`src/rtl/axi_lat_responder.sv`:
```
// AXI slave that answers single-beat reads and writes after a programmable,
// cycle-exact latency measured against a free-running 32-bit timestamp.

module axi_lat_fifo #(
    parameter int PW    = 8,
    parameter int DEPTH = 16
) (
    input  logic                       clk,
    input  logic                       reset_n,
    input  logic                       push,
    input  logic [PW-1:0]              push_data,
    input  logic                       pop,
    output logic [PW-1:0]              head_data,
    output logic                       full,
    output logic [$clog2(DEPTH):0]     count
);
    localparam int AW = $clog2(DEPTH);
    localparam int CW = AW + 1;

    logic [PW-1:0] mem [DEPTH];
    logic [AW-1:0] wptr, rptr;

    always_ff @(posedge clk) begin
        if (push) mem[wptr] <= push_data;
    end

    always_ff @(posedge clk or negedge reset_n) begin
        if (!reset_n) begin
            wptr  <= '0;
            rptr  <= '0;
            count <= '0;
        end else begin
            if (push) wptr <= wptr + AW'(1);
            if (pop)  rptr <= rptr + AW'(1);
            count <= count + CW'(push) - CW'(pop);
        end
    end

    assign head_data = mem[rptr];
    assign full      = (count == CW'(DEPTH));
endmodule

module axi_lat_resp_q #(
    parameter int PW    = 8,
    parameter int DEPTH = 16
) (
    input  logic                       clk,
    input  logic                       reset_n,
    input  logic [31:0]                now,
    input  logic                       push,
    input  logic [PW-1:0]              push_data,
    input  logic [31:0]                push_due,
    output logic                       full,
    output logic [$clog2(DEPTH):0]     count,
    output logic                       out_valid,
    input  logic                       out_ready,
    output logic [PW-1:0]              out_data
);
    localparam int AW = $clog2(DEPTH);
    localparam int CW = AW + 1;

    typedef enum logic [1:0] {Q_IDLE, Q_WAIT, Q_SEND} q_state_t;
    q_state_t state;

    logic [PW-1:0] mem_data [DEPTH];
    logic [31:0]   mem_due  [DEPTH];
    logic [AW-1:0] wptr, rptr, head_idx;
    logic [CW-1:0] remain;
    logic [PW-1:0] nxt_data;
    logic [31:0]   nxt_due, slack;
    logic          pop, nxt_present, nxt_due_ok;

    assign pop       = (state == Q_SEND) && out_ready;
    assign out_valid = (state == Q_SEND);
    assign full      = (count == CW'(DEPTH));

    // Look one cycle ahead (queue after this edge, now+1) so the registered
    // valid rises exactly in the cycle the head entry becomes due.
    always_comb begin
        remain   = count - CW'(pop);
        head_idx = pop ? rptr + AW'(1) : rptr;
        nxt_data = mem_data[head_idx];
        nxt_due  = mem_due[head_idx];
        if (remain == '0) begin
            nxt_data = push_data;
            nxt_due  = push_due;
        end
        nxt_present = (remain != '0) || push;
        slack       = now + 32'd1 - nxt_due;
        nxt_due_ok  = !slack[31];
    end

    always_ff @(posedge clk) begin
        if (push) begin
            mem_data[wptr] <= push_data;
            mem_due[wptr]  <= push_due;
        end
    end

    always_ff @(posedge clk or negedge reset_n) begin
        if (!reset_n) begin
            state    <= Q_IDLE;
            wptr     <= '0;
            rptr     <= '0;
            count    <= '0;
            out_data <= '0;
        end else begin
            if (push) wptr <= wptr + AW'(1);
            if (pop)  rptr <= rptr + AW'(1);
            count <= count + CW'(push) - CW'(pop);
            if (!nxt_present) begin
                state <= Q_IDLE;
            end else begin
                out_data <= nxt_data;
                state    <= nxt_due_ok ? Q_SEND : Q_WAIT;
            end
        end
    end
endmodule

module axi_lat_responder #(
    parameter int ID_W   = 12,
    parameter int DATA_W = 512,
    parameter int DEPTH  = 16
) (
    input  logic              clk,
    input  logic              reset_n,
    input  logic [15:0]       cfg_rd_latency,
    input  logic [15:0]       cfg_wr_latency,
    input  logic              s_axi_arvalid,
    output logic              s_axi_arready,
    input  logic [ID_W-1:0]   s_axi_arid,
    input  logic [63:0]       s_axi_araddr,
    output logic              s_axi_rvalid,
    input  logic              s_axi_rready,
    output logic [ID_W-1:0]   s_axi_rid,
    output logic [DATA_W-1:0] s_axi_rdata,
    output logic [1:0]        s_axi_rresp,
    output logic              s_axi_rlast,
    input  logic              s_axi_awvalid,
    output logic              s_axi_awready,
    input  logic [ID_W-1:0]   s_axi_awid,
    input  logic              s_axi_wvalid,
    output logic              s_axi_wready,
    input  logic              s_axi_wlast,
    output logic              s_axi_bvalid,
    input  logic              s_axi_bready,
    output logic [ID_W-1:0]   s_axi_bid,
    output logic [1:0]        s_axi_bresp,
    output logic [7:0]        rd_outstanding,
    output logic [7:0]        wr_outstanding
);
    localparam int CW = $clog2(DEPTH) + 1;

    logic [31:0] now;
    logic        ready_en;

    // ready_en keeps every ready low until the first edge after reset release.
    always_ff @(posedge clk or negedge reset_n) begin
        if (!reset_n) begin
            now      <= '0;
            ready_en <= 1'b0;
        end else begin
            now      <= now + 32'd1;
            ready_en <= 1'b1;
        end
    end

    logic             rd_full, ar_hs;
    logic [CW-1:0]    rd_cnt;
    logic [31:0]      rd_lat;
    logic [ID_W+63:0] r_head;

    assign s_axi_arready = ready_en && !rd_full;
    assign ar_hs         = s_axi_arvalid && s_axi_arready;
    assign rd_lat        = (cfg_rd_latency == 16'd0) ? 32'd1 : {16'd0, cfg_rd_latency};

    axi_lat_resp_q #(.PW(ID_W + 64), .DEPTH(DEPTH)) u_rd_q (
        .clk       (clk),
        .reset_n   (reset_n),
        .now       (now),
        .push      (ar_hs),
        .push_data ({s_axi_arid, s_axi_araddr}),
        .push_due  (now + rd_lat),
        .full      (rd_full),
        .count     (rd_cnt),
        .out_valid (s_axi_rvalid),
        .out_ready (s_axi_rready),
        .out_data  (r_head)
    );

    assign s_axi_rid   = r_head[ID_W+63:64];
    assign s_axi_rdata = {(DATA_W/64){r_head[63:0]}};
    assign s_axi_rresp = 2'b00;
    assign s_axi_rlast = s_axi_rvalid;

    logic             aw_full, w_full, b_full, aw_hs, w_hs, pair;
    logic [CW-1:0]    aw_cnt, w_cnt, b_cnt;
    logic [ID_W+31:0] aw_head;
    logic [31:0]      w_head, t_diff, t_last, wr_lat;
    logic             unused_wlast;

    assign unused_wlast  = s_axi_wlast;
    assign s_axi_awready = ready_en && !aw_full;
    assign s_axi_wready  = ready_en && !w_full;
    assign aw_hs         = s_axi_awvalid && s_axi_awready;
    assign w_hs          = s_axi_wvalid && s_axi_wready;
    assign pair          = (aw_cnt != '0) && (w_cnt != '0) && !b_full;

    axi_lat_fifo #(.PW(ID_W + 32), .DEPTH(DEPTH)) u_aw_q (
        .clk       (clk),
        .reset_n   (reset_n),
        .push      (aw_hs),
        .push_data ({s_axi_awid, now}),
        .pop       (pair),
        .head_data (aw_head),
        .full      (aw_full),
        .count     (aw_cnt)
    );

    axi_lat_fifo #(.PW(32), .DEPTH(DEPTH)) u_w_q (
        .clk       (clk),
        .reset_n   (reset_n),
        .push      (w_hs),
        .push_data (now),
        .pop       (pair),
        .head_data (w_head),
        .full      (w_full),
        .count     (w_cnt)
    );

    // The later of the two arrival stamps starts the write latency; the
    // signed difference keeps the choice correct across timestamp wrap.
    assign t_diff = aw_head[31:0] - w_head;
    assign t_last = t_diff[31] ? w_head : aw_head[31:0];
    assign wr_lat = (cfg_wr_latency < 16'd2) ? 32'd2 : {16'd0, cfg_wr_latency};

    axi_lat_resp_q #(.PW(ID_W), .DEPTH(DEPTH)) u_b_q (
        .clk       (clk),
        .reset_n   (reset_n),
        .now       (now),
        .push      (pair),
        .push_data (aw_head[ID_W+31:32]),
        .push_due  (t_last + wr_lat),
        .full      (b_full),
        .count     (b_cnt),
        .out_valid (s_axi_bvalid),
        .out_ready (s_axi_bready),
        .out_data  (s_axi_bid)
    );

    assign s_axi_bresp    = 2'b00;
    assign rd_outstanding = 8'(rd_cnt);
    assign wr_outstanding = 8'(aw_cnt) + 8'(b_cnt);
endmodule

```
`config.mk`:
```
export PLATFORM = sky130hd
export DESIGN_NAME = axi_lat_responder
export DESIGN_NICKNAME = d
export VERILOG_FILES = /design/src/rtl/axi_lat_responder.sv
export SDC_FILE = /design/constraint.sdc
export NUM_CORES = 2
export LEC_CHECK = 0
export BUFFER_PORTS_ARGS = -buffer_cell sky130_fd_sc_hd__buf_4
export CAP_MARGIN = 20
export CORE_MARGIN = 1
export CORE_UTILIZATION = 60
export CTS_CLUSTER_SIZE = 16
export DETAILED_ROUTE_END_ITERATION = 10
export HOLD_SLACK_MARGIN = 0.12
export MAX_ROUTING_LAYER = met4
export PLACE_DENSITY_LB_ADDON = 0.2
export SETUP_SLACK_MARGIN = 0.05
export SLEW_MARGIN = 20
export SYNTH_ARGS = -nofsm -noshare
export SYNTH_HDL_FRONTEND = slang
export SYNTH_SLANG_ARGS = --single-unit
```
`constraint.sdc`:
```
create_clock -name clk -period 19.4 [get_ports clk]
set_clock_uncertainty 0.15 [all_clocks]
set_input_delay 3.88 -clock clk [delete_from_list [all_inputs] [get_ports clk]]
set_output_delay 3.88 -clock clk [all_outputs]
set_load 0.02 [all_outputs]
```
* After elaboration in Yosys (flattened, before gate mapping) *
Memories as Yosys holds them, arrays and structs flattened.
Index checks and enable logic that the tools add are counted.

cells by class
  add/subtract/negate cells = 25
  magnitude comparators = 1
  equality and inequality tests = 6
  multiplexer cells = 21
  reductions and logical operators = 23

operators with widths
  cell                   number
  $mux 32                3
  $sub 32x32->32         3
  $mux 76                1
  $add 32x16->32         2
  $add 32x1->32 const B  1
  $add 4x1->4 const B    8
  $mux 16                2
  $sub 5x1->5            6
  $add 5x1->5            4
  $eq 5x5->1 const B     4
  $reduce_bool 5->1      4
  $logic_not 16->1       1
  $lt 16x2->1 const B    1
  $mux 12                1
  $logic_and 1x1->1      10
  $logic_not 5->1        2
  $mux 1                 8
  $mux 2                 4
  $mux 4                 2
  $add 5x5->6            1
  $eq 2x2->1 const B     2
  $logic_not 1->1        4
  $logic_or 1x1->1       2

storage, ports and cells
  flip-flop bits (word level) = 177
  bits in writable memories = 3648
  word-level logic and storage cells = 100
  memories kept = 6

memory list
  memory           depth  bits a word  read ports  clocked after memory_dff  write ports  RTL line  text
  u_rd_q.mem_data  16     76           1           0                         1            65        logic [PW-1:0] mem_data [DEPTH];
  u_aw_q.mem       16     44           1           0                         1            20        logic [PW-1:0] mem [DEPTH];
  u_b_q.mem_due    16     32           1           0                         1            66        logic [31:0] mem_due [DEPTH];
  u_rd_q.mem_due   16     32           1           0                         1            66
  u_w_q.mem        16     32           1           0                         1            20
  u_b_q.mem_data   16     12           1           0                         1            65

* Logic depth before layout (Yosys ltp) *
  depth in word-level cells = 8
  mapped depth = 44

* Cells and area by module *
Synthesis repeated with hierarchy kept, for this count alone.

unflattened totals
  cells, all modules = 7469
  area total of the unflattened synthesis = 155555.4 µm²

by module, submodules not included
  module                   instances  cells an instance  area each (µm²)  sequential area each (µm²)
  axi_lat_resp_q (u_rd_q)  1          3029               70642.8          54167.0
  axi_lat_resp_q (u_b_q)   1          1318               29442.0          21815.9
  axi_lat_fifo (u_aw_q)    1          1156               27069.7          21465.6
  axi_lat_fifo (u_w_q)     1          865                19889.1          15700.1
  axi_lat_responder        1          1101               8511.9           825.8

* Worst setup path after synthesis *
OpenSTA, ideal clock, no wires.

  kind = reg-to-reg
  from = register u_w_q.rptr[0]
  to = register u_b_q.state[0]
  arrival time = 10.467 ns
  slack = 8.687 ns
  stages on the path, launching flop included = 45
  path buffers = 9
  period minus slack after synthesis = 10.713 ns
  path through = dfrtp_1 buf_6 buf_8 buf_4 buf_2 buf_2 buf_1 mux4_2 mux4_2 inv_1 ha_1 and4_1 nor2b_1 o311ai_0 nand4_1 o31ai_2 nand2_2 buf_2 [... 9 more ...] a21oi_1 o21bai_1 a311o_1 clkbuf_1 nand3_1 xor2_1 a21oi_1 ha_1 a21oi_1 nor2_1 a211o_1 a2111oi_0 o311ai_0 o32ai_1 xor2_1 nor3_1 a21o_1 nor4_2

on the way
  cells in the longest elaborated chain, start to end = 8

ends and longest elaborated chain
  item                    RTL line  text
  start, declared         21        logic [AW-1:0] wptr, rptr;
  start signal, assigned  34        if (pop) rptr <= rptr + AW'(1);
  $mem_v2 16x32 (*)       n/a
  $sub 32x32->32          234       assign t_diff = aw_head[31:0] - w_head;
  $mux 32 (*)             235       assign t_last = t_diff[31] ? w_head : aw_head[31:0];
  $add 32x16->32 (*)      244       .push_due (t_last + wr_lat),
  via u_b_q.push_due[28]  52        input logic [31:0] push_due,
  $mux 32 (*)             84        if (remain == '0) begin
  $sub 32x32->32 (*)      89        slack = now + 32'd1 - nxt_due;
  $mux 2 (*)              115       state <= nxt_due_ok ? Q_SEND : Q_WAIT;
  $mux 2 (*)              111       if (!nxt_present) begin
  end signal, assigned    115
  end, declared           63        q_state_t state;

The timed path passes the listed nets; every way through them passes the cells marked *.
A chain may end at the register's enable or synchronous reset.

* Worst setup path in the final report *
  from = register u_aw_q.rptr[0]
  to = register u_b_q.state[0]

on the way
  cells in the longest elaborated chain, start to end = 8

ends and longest elaborated chain
  item                    RTL line
  start, declared         21
  start signal, assigned  34
  $mem_v2 16x44 (*)       n/a
  $sub 32x32->32          234
  $mux 32 (*)             235
  $add 32x16->32 (*)      244
  via u_b_q.push_due[20]  52
  $mux 32 (*)             84
  $sub 32x32->32 (*)      89
  $mux 2 (*)              115
  $mux 2 (*)              111

Marked as above.

==> results_dict.tcl <==
set metrics [dict create \
    cp.required_ns 20.07 \
    comb_power_share 0.381 \
    cts_tree "yes" \
    synth_flop_cell "edfxtp_1" \
    placed_cell_area_um2 161500 \
    ir_drop_uv 243.3 \
    yosys-mux-area-fraction 0.1667 \
    yosys.cell_types.count 90 \
    critPathCaptureType "flip-flop" \
    r2r_setup_slack_ns 6.07 \
    worst_slew_pin_slew_ns 1.201 \
    htreeDepth 5 \
    r2r_cells 37 \
    grt_pass1_vias 76880 \
    hold_path_class "flip-flop to flip-flop" \
    p_int_uw 20680 \
    fin_crit_ns 13.33 \
    synthArstFlopShare 0.04627 \
    switching_share 0.3411 \
    core.rowCount 186 \
    finalCritPeriodShare 0.6873 \
    synth_cells 7471 \
    setup_viol_count_final 0 \
    io_pins 690 \
    syn2layout_area_growth_pct 12.40 \
    vias 76170 \
    numCtsBuffers 384 \
    drt_iter0_markers 8640 \
    grt_usage 0.2933 \
    critPathLaunch "u_aw_q.rptr[0]$_DFFE_PN0P_" \
    insertion_delay_ns 0.99 \
    powerDensity_nw_per_um2 180.1 \
    setup_tns_ns 0 \
    synth-compound-area-share 0.01718 \
    port_buffers 679 \
    clockBufferDepth 4 \
    rsz0062_at_grt "false" \
    synth_xor_area_frac 0.008071 \
    r2r_start "u_aw_q.rptr[0]$_DFFE_PN0P_" \
    routed_wl_mm 369.3 \
    power.switching_uw 10710 \
    synth_area_um2 155000 \
    cts_sinks 3825 \
    synth-simple-area-share 0.02348 \
    gp_congestion 0.8814 \
    slowest_stage "dfrtp_4" \
    vias_per_cell 6.548 \
    drv_cap 0 \
    place_ws_ns 6.221 \
    grt_max_degree 127 \
    dieArea_um2 260400 \
    clk_pin_slew_ns 0.06 \
    max_freq_mhz 75.00 \
    die_w_um 510.3 \
    dr.pass1.iters 6 \
    cts_root_buf "clkbuf_16" \
    r2r-end "u_b_q.state[0]$_DFF_PN0_" \
    start_util 0.6033 \
    yosys.area_share.adder 0.01519 \
    coreArea_um2 256900 \
    crit_path_end "u_b_q.state[0]$_DFF_PN0_" \
    final_design_area_no_fill_um2 174200 \
    dpl.hpwl_mm 194.2 \
    hold_buffers 0 \
    synth_top_area_frac 0.7067 \
    drive_gt1_frac 0.3235 \
    slew_viol_final 0 \
    drc_errors 0 \
    finalHoldViolCount 0 \
    fin_ws_ns 6.066 \
    start_kind "flip-flop" \
    synth.largest_area_cell "edfxtp_1" \
    final_nets 8236 \
    pwr-share-seq 0.383 \
    synth.ff_latch_count 3825 \
    wl_per_cell_um 31.75 \
    grt_pass1_wl_mm 528.5 \
    ant_nets 0 \
    p_leak_uw 0.05741 \
    crit_fanout 42 \
    critPathKind "flip-flop to flip-flop" \
    yosysWarnings 0 \
    synth_edf_count 3648 \
    slowest_delay_ns 0.99 \
    status "complete, no violations" \
    finalCoreUtilization 0.6781 \
    ys_seq_area_frac 0.7352 \
    p_clk_frac 0.236 \
    worstPathArrival_ns 14.01 \
    cts_setup_buffers 0 \
    slew_headroom 0.1966 \
    netlist_top_cells_area "edfxtp_1 (71%), mux4_2 (16%), dfrtp_1 (2.9%)" \
    cts_resized 0 \
    avgSynthCellArea_um2 20.75 \
    overflow 0 \
    antenna_found_initial 21 \
    synth_top_family_by_area "multiplexers" \
    die_y_um 510.3 \
]
==> layout make-up <==
| class | instances | area (µm²) |
|---|---|---|
| flip-flops and latches | 3825 | 114000 |
| fillers | 15900 | 82700 |
| multi-input cells | 2736 | 36320 |
| clock buffers | 511 | 10650 |
| repair buffers | 882 | 6705 |
| well taps | 3384 | 4234 |
| clock inverters | 179 | 1911 |
| inverters | 95 | 370.4 |
| diodes | 20 | 50.05 |
==> synthesized netlist by cell type (all sizes together) (4+ instances only) <==
master / instances
a2111oi: 13
a211oi: 5
a21o: 27
a21oi: 88
a221oi: 8
a22o: 7
a22oi: 27
a311oi: 29
a31oi: 5
a32oi: 4
a41oi: 4
and2: 32
and3: 59
and4: 5
buf: 582
clkbuf: 241
dfrtp: 177
edfxtp: 3648
fa: 7
ha: 177
inv: 92
mux2: 27
mux2i: 144
mux4: 1070
nand2: 339
nand2b: 14
nand3: 77
nand4: 37
nor2: 91
nor2b: 25
nor3: 38
nor4: 18
o21a: 14
o21ai: 123
o21bai: 6
o221ai: 4
o31ai: 4
or2: 4
or3: 4
xnor2: 104
xor2: 38
==> power by group through the flow <==
| stage | clock network, µW | registers (µW) | logic (µW) |
|---|---|---|---|
| CTS | 7470 | 12000 | 12000 |
| global placement | 0 | 12100 | 11700 |
| global route | 7780 | 12100 | 12700 |
| floorplan | 0 | 12000 | 8370 |
| detailed placement | 0 | 12200 | 12000 |
| finish | 7400 | 12000 | 12000 |
==> placed cells by master, fill, tap and decap left out, types with 37 or more instances in the layout <==
master	netlist	final
a21oi_1	88	88
and3_1	59	51
buf_4	465	873
bufinv_16	0	40
clkbuf_1	240	81
clkbuf_16	0	393
clkbuf_8	0	37
clkinv_1	3	64
clkinv_2	0	58
dfrtp_1	177	170
edfxtp_1	3648	3648
ha_1	177	177
inv_1	91	89
mux2i_1	144	142
mux4_2	1070	1070
nand2_1	338	336
nand3_1	77	77
nor2_1	90	66
o21ai_0	122	121
xnor2_1	103	82
==> worst min path at each step <==
stage                                          end  cells after the start                     start
after floorplan           u_w_q.count[0]$_DFF_PN0_                      1  u_w_q.count[0]$_DFF_PN0_
after global placement    u_w_q.count[0]$_DFF_PN0_                      1  u_w_q.count[0]$_DFF_PN0_
after detailed placement  u_w_q.count[0]$_DFF_PN0_                      1  u_w_q.count[0]$_DFF_PN0_
after CTS                 u_w_q.count[0]$_DFF_PN0_                      1  u_w_q.count[0]$_DFF_PN0_
after global routing      u_w_q.count[0]$_DFF_PN0_                      1  u_w_q.count[0]$_DFF_PN0_
final                     u_w_q.count[0]$_DFF_PN0_                      1  u_w_q.count[0]$_DFF_PN0_
==> sequential cells by signal (all words and copies together) (netlist names), 12 cells and up <==
name and count:
now 32, u_aw_q.mem 704, u_b_q.mem_data 192, u_b_q.mem_due 512, u_b_q.out_data 12, u_rd_q.mem_data 1216
u_rd_q.mem_due 512, u_rd_q.out_data 76, u_w_q.mem 512
==> per-stage QoR <==
stage          total power, µW  hold slack, ns  std cells
3_3_place_gp             23840          0.3555      10920
6_report                 31390          0.3810      11630
3_5_place_dp             24170          0.3630      10920
5_1_grt                  32610          0.4025      11630
4_1_cts                  31560          0.3756      11610
2_1_floorplan            20400          0.3295       7479
==> cell families after synthesis <==
family          Yosys count
fa+ha+maj               184
buf+inv                 918
compound gates          399
mux                    1241
xor+xnor                142
flops                  3825
other cells               2
simple gates            760
==> critical path: cells and delay by family (launching register included) <==
kind,cells,cell delay (ns)
flip-flops,1,0.99
adder cells (fa/ha/maj),4,1.45
AND/OR/NAND/NOR,14,4.12
multiplexers,1,0.60
buffers and inverters,2,0.94
XOR/XNOR,2,0.95
AO/OA/AOI/OAI,14,3.93
==> routing by layer <==
layer  GRT usage  vias up  part of all wire
met3     0.04586      647             0.085
li1            -    31080                 -
met2      0.4783     3998              0.51
met1      0.3862    40440              0.38
met4     0.08771        0             0.030
met5           -        -                 0
No activity file was read; power rests on OpenSTA's default activity.
